<file path="src/rtl/phy_link_monitor.sv">
// phy_link_monitor: debounces the BMSR link bit from mdioControl words and flags status, link changes and stale data
module phy_link_monitor #(
  parameter int DEBOUNCE = 3,
  parameter int TIMEOUT = 2000000
) (
  input  logic        CLK,
  input  logic        RST_N,
  input  logic [15:0] from_MDI,
  input  logic        ready,
  input  logic        evt_ack,
  output logic        link_up,
  output logic        an_done,
  output logic        rem_fault,
  output logic        link_evt,
  output logic        stale,
  output logic [15:0] last_word,
  output logic [7:0]  sample_cnt
);
  typedef enum logic [1:0] {WAIT_FIRST, TRACK, STALE} state_t;
  localparam logic [3:0] DB = 4'(DEBOUNCE);
  localparam logic [23:0] WD_MAX = 24'(TIMEOUT - 1);
  state_t state;
  logic ready_q, cand, accept, b, chg, timeout;
  logic [3:0] cnt, cnt_nxt;
  logic [23:0] wd;
  assign accept = ready & ~ready_q;
  assign b = from_MDI[2];
  assign cnt_nxt = (b == cand) ? ((cnt == DB) ? DB : cnt + 4'd1) : 4'd1;
  assign chg = accept && cnt_nxt == DB && b != link_up;
  // an accepted word always beats an expiring watchdog
  assign timeout = state == TRACK && !accept && wd == WD_MAX;
  always_ff @(posedge CLK or negedge RST_N) begin
    if (!RST_N) begin
      state <= WAIT_FIRST;
      ready_q <= 1'b0;
      cand <= 1'b0;
      cnt <= 4'd0;
      wd <= 24'd0;
      link_up <= 1'b0;
      an_done <= 1'b0;
      rem_fault <= 1'b0;
      link_evt <= 1'b0;
      stale <= 1'b0;
      last_word <= 16'd0;
      sample_cnt <= 8'd0;
    end else begin
      ready_q <= ready;
      link_evt <= (chg || (timeout && link_up)) ? 1'b1 : evt_ack ? 1'b0 : link_evt;
      if (accept) begin
        state <= TRACK;
        stale <= 1'b0;
        wd <= 24'd0;
        last_word <= from_MDI;
        an_done <= from_MDI[5];
        rem_fault <= from_MDI[4];
        sample_cnt <= sample_cnt + 8'd1;
        cand <= b;
        cnt <= cnt_nxt;
        link_up <= chg ? b : link_up;
      end else if (timeout) begin
        state <= STALE;
        stale <= 1'b1;
        wd <= 24'd0;
        link_up <= 1'b0;
        an_done <= 1'b0;
        rem_fault <= 1'b0;
        cnt <= 4'd0;
      end else if (state == TRACK) begin
        wd <= wd + 24'd1;
      end
    end
  end
endmodule

</file>
<file path="config.mk">
export PLATFORM = sky130hd
export DESIGN_NAME = phy_link_monitor
export DESIGN_NICKNAME = d
export VERILOG_FILES = /design/src/rtl/phy_link_monitor.sv
export SDC_FILE = /design/constraint.sdc
export NUM_CORES = 1
export LEC_CHECK = 0
export ABC_AREA = 1
export CORE_AREA = 5 5 82 84
export DETAILED_ROUTE_END_ITERATION = 8
export DIE_AREA = 0 0 87 89
export PLACE_DENSITY = 0.8
export SETUP_SLACK_MARGIN = 0.02
export SLEW_MARGIN = 0
export SYNTH_ARGS = -nofsm -noshare
export SYNTH_HDL_FRONTEND = slang
export SYNTH_SLANG_ARGS = --single-unit
</file>
<file path="constraint.sdc">
create_clock -name CLK -period 2.01 [get_ports CLK]
set_input_delay 0.603 -clock CLK [delete_from_list [all_inputs] [get_ports CLK]]
set_output_delay 0.603 -clock CLK [all_outputs]
set_load 0.1 [all_outputs]
</file>
After elaboration in Yosys (flattened, before gate mapping) --
Cells that the tools add are included.
Storage, ports and cells: bits in registers 61, latch bits 0, bits in writable memories 0, ROM bits 0, bits of input ports 20, output and inout port bits 29, memories 0
Operators by class: add/subtract/negate cells 3, multiply operators 0, div/mod/pow operators 0, $lt $le $gt $ge 0, equality and inequality tests 7, shift operators 0, muxes and demuxes 18, bitwise logic cells 2, reductions and logical operators 11
Operators with widths (number):
- 2-to-1 mux 24 bit | 3
- adder 24 x 1 -> 24 bit (second input constant) | 1
- == test 24 x 21 -> 1 bit (second input constant) | 1
- 2-to-1 mux 4 bit | 4
- 2-to-1 mux 1 bit | 9
- adder 8 x 1 -> 8 bit (second input constant) | 1
- == test 4 x 2 -> 1 bit (second input constant) | 2
- logical AND 1 bit | 5
- adder 4 x 1 -> 4 bit (second input constant) | 1
- 2-to-1 mux 2 bit | 2
- nonzero test 2 bit | 2
- nonzero test 3 bit | 1
- == test 2 x 1 -> 1 bit (second input constant) | 1
- != test 2 x 1 -> 1 bit (second input constant) | 1
- AND reduction 2 bit | 1
- bitwise AND 1 bit | 1
- == test 1 bit | 1
- zero test 1 bit | 1
- logical OR 1 bit | 1
- != test 1 bit | 1
- inverter 1 bit | 1

Logic depth before layout (Yosys ltp) --
Gate-level depths: netlist (run 1).
depth in word-level cells 8, gate-level depth with buffers 11, mapped depth without buffers 11

Worst setup path after synthesis (run 1) --
OpenSTA, ideal clock, no wires.
kind reg2reg, from register, netlist name stale, to register wd[15], arrival time 1690 ps, required time 1892 ps, slack 201 ps, cell stages (with the launch flop) 8, cells stage by stage dfrtp_1 nor2_2 inv_2 nand2_1 buf_2 nand2_1 xor2_1 nor2_1
RTL lines:
- to (signal assigned) | RTL line 69 | wd <= wd + 24'd1;
- to (decl) | RTL line 25 | logic [23:0] wd;

Worst setup path after layout (run 1) --
from input port ready, to register sample_cnt[6]
Between the ends: longest elaborated chain between the ends 1
Ends and longest elaborated chain:
- from (decl) | RTL line 9 | input logic ready,
- bitwise AND 1 bit | RTL line 26 | assign accept = ready & ~ready_q;
- to (signal assigned) | RTL line 56 | sample_cnt <= sample_cnt + 8'd1;
- to (decl) | RTL line 17 | output logic [7:0] sample_cnt
No other way between the ends. A chain may end at the register's enable or synchronous reset.

==> results by group, run 1 <==
Run status
  • Result of the run: finished clean

Logic synthesis
  • Yosys warnings: 0
  • Cells taking the most area after synthesis: dfrtp_1 (48%), nand2_1 (17%), nor2_1 (6.8%)
  • Most instantiated library cell after synthesis: nand2_1
  • Cell accounting for the most synthesized area: dfrtp_1
  • Most instantiated flip-flop cell in the synthesis netlist: dfrtp_1
  • Fraction of synthesized cell area taken by the top area cell type: 0.475
  • Async set or reset register ratio after synthesis: 1.00
  • Post-synthesis sequential element count: 59
  • Fraction of the yosys area taken by sequential cells: 0.475
  • Average instance area after synthesis: 7.56 um^2
  • Number of enable-type register cells in the synthesized netlist: 0
  • Number of instances in the synthesized netlist: 411
  • Synthesized Nets: 434
  • Top cells by count, synth: nand2_1 (142), dfrtp_1 (59), nor2_1 (56)
  • Syn Std Cell Area: 3110 um^2
  • Number of library cell types mapped by synthesis: 29

Global route
  • Number of global-route vias before repair: 3022
  • Number of antenna violations at the first check in global routing: 0
  • Global-route usage over all layers: 0.233
  • Largest net degree at the start of global routing: 39
  • Global-route wire length before repair: 13900 um
  • GRT overflow: 0

Drt
  • Total number of vias: 2943
  • Via density: 5.30
  • Average routed wire per standard cell: 14.4 um
  • Number of nets with antenna violations after detailed routing: 0
  • Number of DRC violations after detailed-routing iteration 0: 228
  • First-pass detailed-route iteration total: 5
  • Routed Wire Length: 7990 um
  • Drc violations: 0

Final layout
  • Final design area excluding fillers: 4230 um^2
  • Proportion of layout cells with a drive suffix above 1: 0.165
  • Antenna diode count: 0
  • Final Util: 0.723
  • Non-filler instance count after layout: 555
  • Layout net count: 498
  • Area added between synthesis and finish: 36.1%
  • # fillers: 417

CTS
  • Count of cells resized by post-cts repair: 0
  • Clock slew seen by the registers of the worst setup and hold paths: 60 ps
  • Clock tree from TritonCTS: built
  • Depth of the CTS H-tree: 3
  • CTS root buf: clkbuf_8
  • CTS sink cnt: 59
  • Clk_lat worst skew: 340 ps
  • Number of buffers inserted for hold repair after clock tree synthesis: 0
  • Clock buffer count from CTS: 9
  • Max Root-Sink Buffers: 2
  • Post-CTS setup repair buffer count: 0

Place
  • Cell count after placement: 539
  • Worst slack, placed: -66.8 ps
  • Count of buffers inserted at the top-level ports: 48
  • Routability Congestion: 0.979
  • Post-detailed-placement cell area: 4020 um^2
  • Half-perimeter wire length of the detailed placement result: 5850 um

STA
  • Transition at the pin with the smallest max-transition slack: 497 ps
  • Maximum operating frequency: 579 MHz
  • Worst Setup Slack, final: 283 ps
  • Fin. Hold Viols: 0
  • Period utilisation layout: 0.859
  • Hold slack: 242 ps
  • Post-route minimum period: 1730 ps
  • Max Clock Skew: 4.64 ps
  • RSZ-0062 raised after global routing: false
  • Final setup violation count: 0
  • Pins over their slew limit: 0
  • Total negative slack: 0 ps
  • Max_slew headroom: 0.669

Critical path
  • CP endpoint kind: flop
  • Max FO, Critical Path: 8
  • Cell at the slowest stage of the critical path: clkdlybuf4s50_1
  • Longest individual stage delay on the worst path: 480 ps
  • Critical path class: in -> reg
  • R2r worst-path depth: 10
  • Critical Path Start: ready
  • Data required time at the worst endpoint: 2230 ps
  • Crit path top cell by count: nand2_1
  • CP delay by family, top: buffers and inverters
  • Startpoint class of the critical path: input pin
  • Cells along the critical path: clkdlybuf4s50_1 > nand2_1 > inv_2 > nand2_1 > nor3_2 > nand2_1 > xnor2_1
  • Worst reg2reg path startpoint: wd[0]
  • Worst endpoint data arrival time: 1950 ps
  • Number of cells on the critical path: 7
  • Number of buffer and inverter stages on the critical path: 2

Power
  • Total Power Consumption: 4.49 mW
  • Worst vdd rail ir drop: 0.00132 V
  • PwrDens: 1060 nW/um^2
  • Leakage dissipation: 2.02 nW

Die
  • Starting density of the core: 0.531
  • Height of the die: 89 um
  • Row count: 28
  • Floorplan core area: 5850 um^2
  • Top-Level Pins: 49
  • X dimension of the die: 87 um
  • Die area: 7740 um^2

Min path
  • Min-delay worst type: in -> async

Flow run
  • # Max-Cap Violations: 0
[final timing paths]
check,endpoint,slack (ps)
min,last_word[12],240
min in group CLK,last_word[14],540
max in group asynchronous,wd[16],1330
min reg2reg,last_word[14],540
max reg2reg,cnt[0],300
max,sample_cnt[6],280
[cell usage in the layout (no fill, tap or decap), drive strengths merged]
cell	n
dfrtp	59
clkinv	4
nor2	63
a21oi	3
clkbuf	10
inv	41
bufinv	2
nand3	28
clkdlybuf4s50	18
buf	47
nand3b	1
o211ai	1
o21ai	10
nand2	145
xor2	11
nand4	15
o21bai	1
o22ai	1
nor2b	1
and2	2
ha	3
xnor2	4
nor3	9
and3	1
[cell type report]
cell class	instances	area [um^2]	area share
Clock buffer	10	128	0.0302
Clock inverter	6	80.1	0.0189
Inverter	41	154	0.0364
Multi-Input combinational cell	299	1400	0.332
Sequential cell	59	1480	0.349
Tap cell	75	93.8	0.0222
Timing Repair Buffer	65	893	0.211
[worst register-to-register path, delay by kind of cell, from the launching register on]
family | cells | cell delay, ps
buf+inv | 1 | 140
compound gates | 1 | 70
flops | 1 | 430
simple gates | 7 | 730
fa+ha+maj | 1 | 220
[where the power goes]
part           total (mW)  switching, mW  leakage [nW]  internal [mW]
sequential           1.55          0.207         0.771           1.34
combinational        1.78           1.16          1.14          0.616
clock                1.16          0.472         0.110          0.689
[flip-flops by register name (all words and copies together), names as in the netlist]
signal	flops
wd	24
last_word	16
sample_cnt	8
cnt	4
an_done	1
link_evt	1
link_up	1
ready_q	1
rem_fault	1
stale	1
state	1
[layer usage]
| layer | vias up | track usage | wire length [um] |
|---|---|---|---|
| li1 | 1412 | - | - |
| met3 | 25 | 0.0682 | 560 |
| met1 | 1383 | 0.277 | 3260 |
| met5 | - | 0 | 0 |
| met4 | 0 | 0.129 | 240 |
| met2 | 123 | 0.380 | 3930 |
[logic make-up after synthesis]
family / share of synthesized area
AO/OA/AOI/OAI: 0.0278
flip-flops: 0.475
XOR/XNOR: 0.0423
buffers and inverters: 0.0729
adder cells (fa/ha/maj): 0.0121
AND/OR/NAND/NOR: 0.369
Note: power is estimated with default switching activity, not from simulation.
==> run 2: changes to the inputs <==
PLACE_DENSITY = 0.91   (was 0.8)
==> run 2 against run 1 <==
  * Flip-flop and latch count stayed put
  * Clock skew up 3.7 ps
  * Clock-buffer cell count is 1 higher
  * Non-clock buffer count is 2 lower
  * Worst setup slack got worse by 160 ps
  * Maximum frequency decreased by 8.7%
  * Via count increased by 6.1%
  * Cell count down 0.54%
  * First-iteration DRC count up 25%
  * Power up 6.1%
  * Cell area increased by 1.2%
  * Critical path type unchanged
  * Highest routed layer unchanged
==> results by group, run 2 (synthesized netlist as in run 1, its figures left out) <==
Run status
  • Result of the run: finished clean

Drt
  • Via density: 5.66
  • Drc violations: 0
  • Total number of vias: 3122
  • First-pass detailed-route iteration total: 6
  • Routed Wire Length: 9420 um
  • Number of DRC violations after detailed-routing iteration 0: 285
  • Number of nets with antenna violations after detailed routing: 0
  • Average routed wire per standard cell: 17.1 um

Final layout
  • Largest Register: wd
  • Registers with the highest flip-flop counts: wd x24, last_word x16, sample_cnt x8
  • Proportion of layout cells with a drive suffix above 1: 0.161
  • Antenna diode count: 0
  • Layout net count: 496
  • Area added between synthesis and finish: 37.8%
  • Most frequent standard cell in the layout excluding fill and tap cells: nand2_1
  • Final design area excluding fillers: 4280 um^2
  • # fillers: 361
  • Commonest cells after routing, fill and taps aside: nand2_1 (142), dfrtp_1 (59), nor2_1 (56), inv_1 (38), buf_12 (31)
  • Number of flip-flops under the largest register name: 24
  • Final Util: 0.731

Power
  • PwrDens: 1110 nW/um^2
  • Worst vdd rail ir drop: 0.00110 V
  • Leakage dissipation: 2.04 nW

Place
  • Post-detailed-placement cell area: 4030 um^2
  • Routability Congestion: 0.945
  • Half-perimeter wire length of the detailed placement result: 6710 um
  • Count of buffers inserted at the top-level ports: 48

CTS
  • CTS root buf: clkbuf_8
  • Depth of the CTS H-tree: 3
  • Clock tree from TritonCTS: built
  • Count of cells resized by post-cts repair: 0
  • Post-CTS setup repair buffer count: 0
  • Number of buffers inserted for hold repair after clock tree synthesis: 0
  • Max Root-Sink Buffers: 2
  • CTS sink cnt: 59
  • Clk_lat worst skew: 340 ps
  • Clock slew seen by the registers of the worst setup and hold paths: 70 ps
  • Clock buffer count from CTS: 9

STA
  • Total negative slack: 0 ps
  • Post-route minimum period: 1890 ps
  • Maximum operating frequency: 528 MHz
  • Period utilisation layout: 0.941
  • Transition at the pin with the smallest max-transition slack: 330 ps
  • Hold slack: 149 ps
  • Final setup violation count: 0
  • Fin. Hold Viols: 0
  • Max Clock Skew: 8.30 ps
  • Max_slew headroom: 0.779
  • Pins over their slew limit: 0
  • RSZ-0062 raised after global routing: false

Critical path
  • Max FO, Critical Path: 3
  • Worst endpoint data arrival time: 2120 ps
  • Critical path class: in -> reg
  • Worst setup slack for register-to-register paths: 330 ps
  • Data required time at the worst endpoint: 2240 ps
  • Startpoint class of the critical path: input pin
  • CP endpoint kind: flop

Die
  • Floorplan core area: 5850 um^2
  • Height of the die: 89 um
  • X dimension of the die: 87 um
  • Die area: 7740 um^2
  • Starting density of the core: 0.531
  • Row count: 28
  • Top-Level Pins: 49

Global route
  • Number of global-route vias before repair: 3259
  • Number of antenna violations at the first check in global routing: 0
  • Largest net degree at the start of global routing: 28
  • Global-route usage over all layers: 0.273
  • GRT overflow: 0
  • Global-route wire length before repair: 16200 um

Flow run
  • # Max-Cap Violations: 0

Min path
  • Min-delay worst type: in -> async
## run 2: routing by layer
metal | track usage | vias to the layer above | share of wire
li1 | - | 1412 | -
met1 | 0.306 | 1490 | 0.36
met2 | 0.476 | 175 | 0.50
met3 | 0.0747 | 45 | 0.088
met4 | 0.143 | 0 | 0.044
met5 | 0 | - | 0
## run 2: worst max-delay path, cell delays in order
cell	delay, ps
clkdlybuf4s50_1	520
inv_1	90
nand2_1	80
nand2_1	140
nand3_1	200
nand2_1	70
nor2_1	90
nand2_1	110
nand3_1	130
nand2_1	80
## run 2: power by group
group | internal [mW] | switching [mW] | total [mW]
Combinational | 0.621 | 1.21 | 1.83
Sequential | 1.34 | 0.221 | 1.56
Clock | 0.885 | 0.485 | 1.37
## run 2: per-stage QoR
step                      total power, mW  worst slack [ps]  std cells
final                                4.76               118        552
after global routing                 4.93              57.8        552
after CTS                            4.77               185        552
after detailed placement             3.38             -94.0        537
after global placement               3.31              38.9        537
after floorplan                      2.61               201        411
## run 2: cell type report
cell class,instances,area [um^2],share of cell area
Sequential cell,59,1480,0.345
Multi-Input combinational cell,299,1400,0.328
Timing Repair Buffer,63,903,0.211
Inverter,41,154,0.0360
Clock buffer,11,151,0.0354
Clock inverter,4,97.6,0.0228
Tap cell,75,93.8,0.0219
## run 2: final timing paths
check | endpoint | cells after the start | from
worst max-delay path | link_up | 10 | from_MDI[2]
worst min-delay path | wd[9] | 1 | RST_N
worst max register to register | an_done | 10 | wd[0]
worst min register to register | state[0] | 2 | state[0]
max in group asynchronous | wd[14] | 2 | RST_N
min in group CLK | state[0] | 2 | state[0]
==> run 3: changes to the inputs <==
DONT_BUFFER_PORTS = 1   (was not set)
PLACE_DENSITY = 0.8   (was 0.91)
==> run 3 against run 2 <==
  * Cell count is 4.5% lower
  * Sequential share of layout area rose by 6.0 points
  * Maximum frequency up 9.3%
  * Critical endpoint is now cnt[0]
  * Die area unchanged
  * Non-clock buffer count fell by 26
  * Wire length fell by 22%
  * Critical path type is now reg -> reg
  * Sequential power down 7%
==> results by group, run 3 (synthesized netlist as in run 1, its figures left out) <==
Run status
  • Result of the run: finished clean

Global route
  • Global-route wire length before repair: 13100 um
  • Number of global-route vias before repair: 2894
  • Largest net degree at the start of global routing: 60
  • Number of antenna violations at the first check in global routing: 0
  • GRT overflow: 0
  • Global-route usage over all layers: 0.215

Die
  • Floorplan core area: 5850 um^2
  • Die area: 7740 um^2
  • X dimension of the die: 87 um
  • Top-Level Pins: 49
  • Height of the die: 89 um
  • Starting density of the core: 0.531
  • Row count: 28

Critical path
  • Worst endpoint data arrival time: 1950 ps
  • Critical Path Start: wd[0]
  • Max FO, Critical Path: 11
  • Cell at the slowest stage of the critical path: dfrtp_1
  • CP endpoint kind: flop
  • Worst reg2reg path startpoint: wd[0]
  • Critical path class: reg -> reg
  • Longest individual stage delay on the worst path: 440 ps
  • Data required time at the worst endpoint: 2230 ps
  • Crit path top cell by count: nand2_1
  • Cells along the critical path: ha_1 > nand2_1 > nor2_4 > nand3_2 > nor2_2 > nand2_1 > nand2_4 > inv_1 > nand2_1 > o21ai_0
  • Startpoint class of the critical path: flop

Drt
  • Drc violations: 0
  • Routed Wire Length: 7390 um
  • Average routed wire per standard cell: 14.0 um
  • Total number of vias: 2847
  • Via density: 5.40
  • First-pass detailed-route iteration total: 6
  • Number of DRC violations after detailed-routing iteration 0: 296
  • Number of nets with antenna violations after detailed routing: 0

STA
  • Transition at the pin with the smallest max-transition slack: 341 ps
  • Max_slew headroom: 0.772
  • Final setup violation count: 0
  • RSZ-0062 raised after global routing: false
  • Pins over their slew limit: 0
  • Maximum operating frequency: 577 MHz
  • Period utilisation layout: 0.862
  • Hold slack: 120 ps
  • Total negative slack: 0 ps
  • Post-route minimum period: 1730 ps
  • Max Clock Skew: 6.05 ps
  • Fin. Hold Viols: 0

Final layout
  • Proportion of layout cells with a drive suffix above 1: 0.153
  • Number of flip-flops under the largest register name: 24
  • # fillers: 465
  • Layout net count: 470
  • Registers with the highest flip-flop counts: wd x24, last_word x16, sample_cnt x8
  • Antenna diode count: 0
  • Final design area excluding fillers: 3640 um^2
  • Commonest cells after routing, fill and taps aside: nand2_1 (142), dfrtp_1 (59), nor2_1 (56), inv_1 (38), buf_4 (36)
  • Area added between synthesis and finish: 17.3%
  • Largest Register: wd
  • Most frequent standard cell in the layout excluding fill and tap cells: nand2_1
  • Final Util: 0.623

CTS
  • Clock buffer count from CTS: 9
  • Max Root-Sink Buffers: 2
  • CTS root buf: clkbuf_8
  • Clock tree from TritonCTS: built
  • Clk_lat worst skew: 340 ps
  • Depth of the CTS H-tree: 3
  • CTS sink cnt: 59
  • Post-CTS setup repair buffer count: 0
  • Clock slew seen by the registers of the worst setup and hold paths: 70 ps

Power
  • Leakage dissipation: 1.80 nW
  • Worst vdd rail ir drop: 0.00141 V
  • Sw frac: 0.433
  • Clock network fraction of design power: 0.282
  • Internal cell power: 2.31 mW
  • Sequential share of power: 0.357
  • P_sw: 1.76 mW
  • Part of the power in combinational logic: 0.362
  • PwrDens: 1120 nW/um^2

Flow run
  • # Max-Cap Violations: 0

Min path
  • Min-delay worst type: in -> async

Place
  • Count of buffers inserted at the top-level ports: 0
  • Post-detailed-placement cell area: 3400 um^2
  • Half-perimeter wire length of the detailed placement result: 5340 um
  • Routability Congestion: 0.934
-- run 3: cell types whose count changed in the layout (fill, tap and decap cells not counted), sizes merged --
cell           before  now
buf                45   37
bufinv              3    1
clkbuf             11   13
clkdlybuf4s50      18    0
clkinvlp            1    2
-- run 3: per-stage QoR --
| step | setup slack [ps] | power, mW | cells |
|---|---|---|---|
| floorplan | 201 | 2.61 | 411 |
| global placement | 280 | 2.88 | 510 |
| detailed placement | 204 | 2.91 | 510 |
| CTS | 239 | 4.09 | 527 |
| global route | 45.7 | 4.25 | 527 |
| finish | 278 | 4.07 | 527 |
-- run 3: path summary, 6_finish.rpt --
check	to	depth (start not counted)	slack, ps
max	cnt[0]	10	280
max in group asynchronous	link_up	1	1640
min	wd[10]	1	120
max reg2reg	cnt[0]	10	280
min reg2reg	last_word[1]	2	480
min in group CLK	ready_q	0	290
-- run 3: layout make-up --
cell class              count  area (um^2)  share of cell area
clock inverters             3         45.0              0.0124
repair buffers             37          298              0.0817
multi-input cells         299         1410               0.386
flip-flops and latches     59         1480               0.405
well taps                  75         93.8              0.0258
clock buffers              13          169              0.0464
inverters                  41          154              0.0422
-- run 3: routing by layer --
layer / wire length [um] / global-route usage / vias to the layer above / share of wire
li1: - / - / 1357 / -
met2: 3480 / 0.350 / 146 / 0.47
met5: 0 / 0 / - / 0
met4: 227 / 0.0992 / 0 / 0.031
met3: 638 / 0.0590 / 35 / 0.086
met1: 3040 / 0.266 / 1309 / 0.41
-- run 3: power groups by stage --
stage	logic (mW)	registers, mW	clock network, mW
2_1_floorplan	0.318	2.29	0
3_3_place_gp	1.42	1.46	0
3_5_place_dp	1.44	1.47	0
4_1_cts	1.48	1.45	1.16
5_1_grt	1.56	1.47	1.22
6_report	1.47	1.45	1.15
-- run 3: worst max-delay path, delay by kind of cell (launching register included) --
family | cells | cell delay (ps)
buffers and inverters | 1 | 120
adder cells (fa/ha/maj) | 1 | 210
AO/OA/AOI/OAI | 1 | 70
flip-flops | 1 | 440
AND/OR/NAND/NOR | 7 | 750
-- run 3: what timing repair did --
| item | 4_1_cts | 5_1_grt |
|---|---|---|
| endpoints found under the hold margin | 59 | 0 |
| resized for setup | 0 | 1 |
| endpoints found under the setup margin | 0 | 2 |
| hold buffers | 1 | 0 |
